--- src/rtl/dma_read_sched.sv ---
// DMA read scheduler: splits read commands into MRRS/4KB-bounded memory-read requests, tagging each one.
// Optional statistics counters are enabled by defining DMA_RD_SCHED_STATS_EN.
module dma_read_sched #(
    parameter int MRRS_DW = 128
) (
    input  logic        clk,
    input  logic        rst_n,
    input  logic        cmd_valid,
    output logic        cmd_ready,
    input  logic [63:0] cmd_addr,
    input  logic [15:0] cmd_len_dw,
    output logic        cmd_done,
    output logic        tag_read_req,
    output logic        tag_read_last,
    input  logic        tag_read_ack,
    input  logic [4:0]  tag_read_number,
    output logic        mrd_valid,
    input  logic        mrd_ready,
    output logic [63:0] mrd_addr,
    output logic [10:0] mrd_len_dw,
    output logic [4:0]  mrd_tag,
    output logic        mrd_last,
    output logic        busy
`ifdef DMA_RD_SCHED_STATS_EN
    ,
    output logic [31:0] stat_req_cnt,
    output logic [31:0] stat_tag_wait
`endif
);

    typedef enum logic [1:0] {IDLE, SPLIT, TAG, ISSUE} state_t;

    localparam logic [15:0] MRRS_W = 16'(MRRS_DW);

    state_t      state;
    state_t      state_nxt;
    logic [63:0] addr_q;
    logic [15:0] rem_q;
    logic        done_q;
    logic [10:0] chunk_nxt;
    logic        chunk_last_nxt;

    // Largest request allowed by remaining length, MRRS and distance to the next 4 KB page.
    function automatic logic [10:0] chunk_size(input logic [15:0] rem, input logic [9:0] dw_in_page);
        logic [10:0] to_page;
        logic [15:0] c;
        to_page = 11'd1024 - {1'b0, dw_in_page};
        c = rem;
        if (c > MRRS_W) c = MRRS_W;
        if (c > {5'd0, to_page}) c = {5'd0, to_page};
        return c[10:0];
    endfunction

    assign chunk_nxt      = chunk_size(rem_q, addr_q[11:2]);
    assign chunk_last_nxt = ({5'd0, chunk_nxt} == rem_q);
    assign cmd_done       = done_q;

    always_comb begin
        state_nxt     = state;
        cmd_ready     = 1'b0;
        tag_read_req  = 1'b0;
        tag_read_last = 1'b0;
        mrd_valid     = 1'b0;
        busy          = 1'b1;
        case (state)
            IDLE: begin
                cmd_ready = 1'b1;
                busy      = 1'b0;
                if (cmd_valid && cmd_len_dw != 16'd0) state_nxt = SPLIT;
            end
            SPLIT: state_nxt = TAG;
            TAG: begin
                tag_read_req  = 1'b1;
                tag_read_last = mrd_last;
                if (tag_read_ack) state_nxt = ISSUE;
            end
            ISSUE: begin
                mrd_valid = 1'b1;
                if (mrd_ready) state_nxt = mrd_last ? IDLE : SPLIT;
            end
            default: state_nxt = IDLE;
        endcase
    end

    // Control and descriptor registers; the descriptor is loaded in SPLIT and stays frozen through TAG/ISSUE.
    always_ff @(posedge clk or negedge rst_n) begin
        if (!rst_n) begin
            state      <= IDLE;
            done_q     <= 1'b0;
            mrd_addr   <= 64'd0;
            mrd_len_dw <= 11'd0;
            mrd_tag    <= 5'd0;
            mrd_last   <= 1'b0;
        end else begin
            state  <= state_nxt;
            done_q <= (state == IDLE && cmd_valid && cmd_len_dw == 16'd0) ||
                      (state == ISSUE && mrd_ready && mrd_last);
            if (state == SPLIT) begin
                mrd_addr   <= addr_q;
                mrd_len_dw <= chunk_nxt;
                mrd_last   <= chunk_last_nxt;
            end
            if (state == TAG && tag_read_ack) mrd_tag <= tag_read_number;
        end
    end

    // Working address and remaining length; only meaningful while busy.
    always_ff @(posedge clk) begin
        if (state == IDLE && cmd_valid) begin
            addr_q <= cmd_addr & ~64'd3;
            rem_q  <= cmd_len_dw;
        end else if (state == ISSUE && mrd_ready) begin
            addr_q <= addr_q + {51'd0, mrd_len_dw, 2'b00};
            rem_q  <= rem_q - {5'd0, mrd_len_dw};
        end
    end

`ifdef DMA_RD_SCHED_STATS_EN
    always_ff @(posedge clk or negedge rst_n) begin
        if (!rst_n) begin
            stat_req_cnt  <= 32'd0;
            stat_tag_wait <= 32'd0;
        end else begin
            if (state == ISSUE && mrd_ready) stat_req_cnt <= stat_req_cnt + 32'd1;
            if (state == TAG && !tag_read_ack) stat_tag_wait <= stat_tag_wait + 32'd1;
        end
    end
`endif

endmodule

--- config.mk ---
export PLATFORM = sky130hd
export DESIGN_NAME = dma_read_sched
export DESIGN_NICKNAME = d
export VERILOG_FILES = /design/src/rtl/dma_read_sched.sv
export SDC_FILE = /design/constraint.sdc
export NUM_CORES = 1
export LEC_CHECK = 0
export CORE_AREA = 2 2 166 135
export CTS_BUF_LIST = sky130_fd_sc_hd__clkbuf_16
export DETAILED_ROUTE_END_ITERATION = 7
export DIE_AREA = 0 0 168 137
export GPL_ROUTABILITY_DRIVEN = 0
export GPL_TIMING_DRIVEN = 0
export PLACE_DENSITY = 0.73
export SLEW_MARGIN = 20
export SYNTH_ARGS = -nofsm -noshare
export SYNTH_HDL_FRONTEND = slang
export SYNTH_SLANG_ARGS = --single-unit
--- constraint.sdc ---
create_clock -name clk -period 3.6 [get_ports clk]
set_input_delay 0.54 -clock clk [delete_from_list [all_inputs] [get_ports clk]]
set_output_delay 0.54 -clock clk [all_outputs]
set_load 0.01 [all_outputs]
# ---- Word-level counts from Yosys, hierarchy flattened
# Cells that the tools add are included.
dict set report totals {
  register_bits 164
  input_bits 90
  word_cells 49
}
dict set report op_classes {
  addsub 3
  n_lt_le_gt_ge 2
  n_eq_ne 7
  muxes 16
  n_reduce_logical 12
}
# cell n
set ops {}
lappend ops {{2-to-1 mux 64 bit} 2}
lappend ops {{adder 64 x 13 -> 64 bit} 1}
lappend ops {{2-to-1 mux 16 bit} 3}
lappend ops {{== test 11 x 16 -> 1 bit} 1}
lappend ops {{> comparator 16 x 11 -> 1 bit} 1}
lappend ops {{> comparator 16 x 8 -> 1 bit (second input constant)} 1}
lappend ops {{zero test 16 bit} 1}
lappend ops {{nonzero test 16 bit} 1}
lappend ops {{subtractor 16 x 11 -> 16 bit} 1}
lappend ops {{2-to-1 mux 11 bit} 1}
lappend ops {{subtractor 11 x 10 -> 11 bit (first input constant)} 1}
lappend ops {{case mux 2 bit (4 select lines)} 1}
lappend ops {{logical AND 1 bit} 6}
lappend ops {{2-to-1 mux 1 bit} 6}
lappend ops {{2-to-1 mux 2 bit} 3}
lappend ops {{!= test 2 bit (second input constant)} 3}
lappend ops {{== test 2 bit (second input constant)} 2}
lappend ops {{AND reduction 3 bit} 1}
lappend ops {{== test 2 x 1 -> 1 bit (second input constant)} 1}
lappend ops {{zero test 2 bit} 1}
lappend ops {{nonzero test 2 bit} 1}
lappend ops {{logical OR 1 bit} 1}

# ---- Depth between registers and ports, before layout
dict set report depth {
  word_depth 5
  ltp_mapped 14
  ltp_nobuf 12
}

# ---- Least setup slack after synthesis
# Ideal clock, no wire load.
dict set report synth_path {
  kind {reg-to-reg}
  from {register state[0]}
  to {register addr_q[10] (enable)}
  arrival_time_ns 2.798
  required_ns 2.821
  slack_ns 0.023
  path_stages_with_launch 7
  period_less_slack_ns 3.577
  cell_sequence {dfrtp_1 > inv_1 > ha_1 > nand2_1 > clkbuf_1 > buf_1 > nand2_1}
}
dict set report synth_between {
  elab_chain_len 3
}
# element line_no
set synth_lines {}
lappend synth_lines {{start: declaration} 35} ;# state_t state;
lappend synth_lines {{start signal: assignment} 95} ;# state <= state_nxt;
lappend synth_lines {{== test 2 bit or zero test 2 bit (tied branches)} {112, 109}}
lappend synth_lines {{logical AND 1 bit (on tied branches)} {112, 109}}
lappend synth_lines {{nonzero test 2 bit (no line) *} --}
lappend synth_lines {{end signal: assignment} 110} ;# addr_q <= cmd_addr & ~64'd3;
lappend synth_lines {{end signal: assignment} 113} ;# addr_q <= addr_q + {51'd0, mrd_len_dw, 2'b00};
lappend synth_lines {{end: declaration} 37} ;# logic [63:0] addr_q;
# Mark *: on every way between the ends. The rest lies on a longest branch, timed or not.
# A chain may end at the register's enable or synchronous reset.

# ---- Final worst setup path
dict set report layout_path {
  from {register rem_q[2]}
  to {register mrd_last}
}
dict set report layout_between {
  elab_chain_len 5
}
# element line_no
set layout_lines {}
lappend layout_lines {{start: declaration} 38} ;# logic [15:0] rem_q;
lappend layout_lines {{start signal: assignment} 111} ;# rem_q <= cmd_len_dw;
lappend layout_lines {{start signal: assignment} 114} ;# rem_q <= rem_q - {5'd0, mrd_len_dw};
lappend layout_lines {{> comparator 16 x 8 -> 1 bit} 49} ;# if (c > MRRS_W) c = MRRS_W;
lappend layout_lines {{2-to-1 mux 16 bit} 49}
lappend layout_lines {{> comparator 16 x 11 -> 1 bit} 50} ;# if (c > {5'd0, to_page}) c = {5'd0, to_page};
lappend layout_lines {{2-to-1 mux 11 bit} 50}
lappend layout_lines {{== test 11 x 16 -> 1 bit *} 55} ;# assign chunk_last_nxt = ({5'd0, chunk_nxt} == rem_q);
lappend layout_lines {{end signal: assignment} 101} ;# mrd_last <= chunk_last_nxt;
lappend layout_lines {{end: declaration} 22} ;# output logic mrd_last,
# Marked as above.

==> results.yml <==
outcome:
  outcome: "finished, violations left"
  violations: "negative setup slack"
synthesis:
  ys_seq_area_share_pct: 46.2
  synth_area_leaders: "edfxtp_1, dfrtp_1, mux2_2"
  synthFlopType: "dfrtp_1"
  synth_cell_types: 63
  synth.avg_cell_area_um2: 10.4
  synth-seq-cells: 160
  synth.most_common_cell: "nand2_1"
  synth_warnings: 0
  synth.largest_area_cell: "edfxtp_1"
  synth_area_um2: 9510
  ys_top_cells_by_count: "nand2_1, dfrtp_1, edfxtp_1"
  synth_top_cell_area_share_pct: 24.6
  syn_inst: 917
  synth_edf_count: 78
  async_reset_ff_share_pct: 51.2
layout:
  finish.utilization_pct: 58.4
  area_growth_pct: 31.0
  seqCellArea_um2: 4390
  layout-drive-gt1-share_pct: 13.2
  fin_area_um2: 12500
  multi_input_area_um2: 4940
  num-nets-final: 1255
  n_fill_cell: 1786
clock_network:
  insertion_delay_ns: 0.44
  cts_hold_buf: 0
  cts_buffer_depth: 2
  clkTransAtPathRegs_ns: 0.07
  cts_tree: "built"
  numCtsBuffers: 17
  clock_sinks: 160
  root_buffer: "clkbuf_16"
  h-tree-depth: 4
floorplan:
  core_um2: 21300
  die_w_um: 168
  die-area_um2: 23000
  fp.dieH_um: 137
  start_util_pct: 44.6
  pin_count: 177
  num_rows: 48
pwr:
  power_leakage_nw: 4.69
  swShare_pct: 40.8
  power.internal_w: 0.00731
  switchingPower_w: 0.00503
  vdd_drop_max_uv: 427
  clkPwrFrac_pct: 15.2
  power_density_nw_per_um2: 990
  power_frac_comb_pct: 52.5
  seqPwrFrac_pct: 32.3
route:
  wl_per_cell_um: 19.6
  vias: 8096
  drc: 0
  drt_wl_total_mm: 27.7
  via_per_inst: 5.73
  drtIter0Drc: 760
  ant_nets: 0
  firstDrtPassIters: 5
timing:
  worst_pin_slew_ns: 0.929
  slew_headroom_pct: 38.1
  setup_viol: 1
  period_needed_ns: 3.61
  hold_violations: 0
  setup_ws_ns: -0.0121
  fin_worst_skew_ns: 0.0111
  post-route-period-util_pct: 100
  fmax_mhz: 277
  slew_violations: 0
setup_path:
  reg2reg_to: "mrd_last$_DFFE_PN0N_"
  r2r_cells: 12
  r2r-start: "rem_q[2]$_DFFE_PP_"
  startpoint_type: "flop"
  crit_path_end_kind: "flop"
  rrSetupSlack_ns: -0.01
  path_max_fanout: 6
  path_class: "reg -> reg"
  worstPathArrival_ns: 3.93
  critical_path_required_ns: 3.92
worst_hold_path:
  min_path_type: "in -> async"
place:
  hpwlAfterDp_mm: 19.8
  dpl_cell_area_um2: 11600
  io_buffers: 172
grt:
  grt_first_pass_wirelength_mm: 42.0
  grt_overflow_total: 0
  grt_start_max_net_pins: 53
  track_usage_pct: 23.9
  grt_pass1_vias: 7634
  antenna_found_initial: 1
flow_run:
  drv_cap: 0
worst max-delay path, stage by stage, from the launching register on:
cell	delay (ns)
edfxtp_1	0.44
or4_4	0.59
o41ai_4	0.47
buf_4	0.20
and3_4	0.21
ha_4	0.22
a21oi_2	0.19
a21oi_2	0.12
o31ai_4	0.29
buf_4	0.17
nor2_1	0.05
o31a_1	0.31
a32o_1	0.25
flip-flops by register name (all words and copies together) (netlist names):
name / cells
addr_q: 62
cmd_done: 1
mrd_addr: 62
mrd_last: 1
mrd_len_dw: 11
mrd_tag: 5
rem_q: 16
state: 2
worst max-delay path by stage:
stage,end,slack (ns),from,cells after the start
final,mrd_last$_DFFE_PN0N_,-0.01,rem_q[2]$_DFFE_PP_,12
after global routing,mrd_last$_DFFE_PN0N_,-0.09,rem_q[2]$_DFFE_PP_,13
after CTS,mrd_len_dw[5]$_DFFE_PN0N_,-0.03,rem_q[0]$_DFFE_PP_,14
after detailed placement,mrd_len_dw[5]$_DFFE_PN0N_,-0.58,rem_q[0]$_DFFE_PP_,14
after global placement,addr_q[54]$_DFFE_PP_,-2.18,cmd_valid,5
after floorplan,addr_q[10]$_DFFE_PP_,0.02,state[0]$_DFFE_PN0P_,6
placed cells by master (no fill, tap or decap), types with 7 or more instances in the layout:
master	synthesis	routed
clkbuf_1	27	27
xor2_1	26	26
a211oi_1	9	9
clkdlybuf4s50_1	0	171
and2_1	10	9
clkbuf_16	0	18
nand2_1	88	85
a21oi_1	52	49
xnor2_1	36	36
o21ai_0	50	49
nor2b_1	7	7
and3_1	21	20
or3_1	15	15
a21o_1	8	8
nand4_1	22	22
mux2_2	67	67
a31oi_1	16	16
nand3_1	23	23
nor2_1	66	64
buf_4	5	17
o21ai_1	15	16
ha_1	38	37
nand4b_1	7	7
dfrtp_1	82	82
inv_1	31	35
and4_1	7	7
edfxtp_1	78	78
nor3_1	14	13
metrics by stage:
step                TNS, ns  cells  hold WS [ns]  setup slack [ns]  power [W]
finish              -0.0121   1414         0.101           -0.0121     0.0123
global route         -0.141   1413         0.151           -0.0925     0.0131
CTS                 -0.0268   1404         0.118           -0.0268     0.0121
detailed placement    -5.06   1370         0.495            -0.583     0.0101
global placement    -263.77   1368         0.489             -2.18    0.00999
floorplan                 0    921         0.244            0.0229    0.00783
per-layer routing:
metal,part of all wire (%),global-route usage [%]
met1,46,34.1
met5,0,0
met4,1.4,6.71
met2,45,37.0
met3,7.8,4.83
cells by family after synthesis:
family,Yosys count,share of synthesized area (%)
AO/OA/AOI/OAI,205,15.0
XOR/XNOR,62,5.71
adder cells (fa/ha/maj),40,5.42
buffers and inverters,74,3.25
flip-flops,160,46.2
multiplexers,69,8.15
other,1,0.0395
AND/OR/NAND/NOR,306,16.2
power groups by stage:
stage	Combinational [W]	Sequential, W	Clock [W]
finish	0.00647	0.00399	0.00187
global route	0.00707	0.00410	0.00194
CTS	0.00624	0.00398	0.00187
detailed placement	0.00614	0.00400	0
global placement	0.00597	0.00402	0
floorplan	0.00386	0.00396	0
layout make-up:
| type | instances | share of cell area (%) |
|---|---|---|
| antenna | 1 | 0.0201 |
| buffer | 43 | 1.62 |
| clock buffer | 18 | 3.62 |
| clock inverter | 14 | 1.13 |
| inverter | 31 | 0.934 |
| multi-input combinational | 687 | 39.6 |
| sequential | 160 | 35.3 |
| tap | 275 | 2.76 |
| timing repair buffer | 185 | 15.0 |
what timing repair did:
item | in CTS | in global routing
pin swaps | 1 | 7
buffers inserted | 2 | 9
resized for setup | 5 | 22
setup endpoints to repair | 11 | 11
No activity file was read; power rests on OpenSTA's default activity.
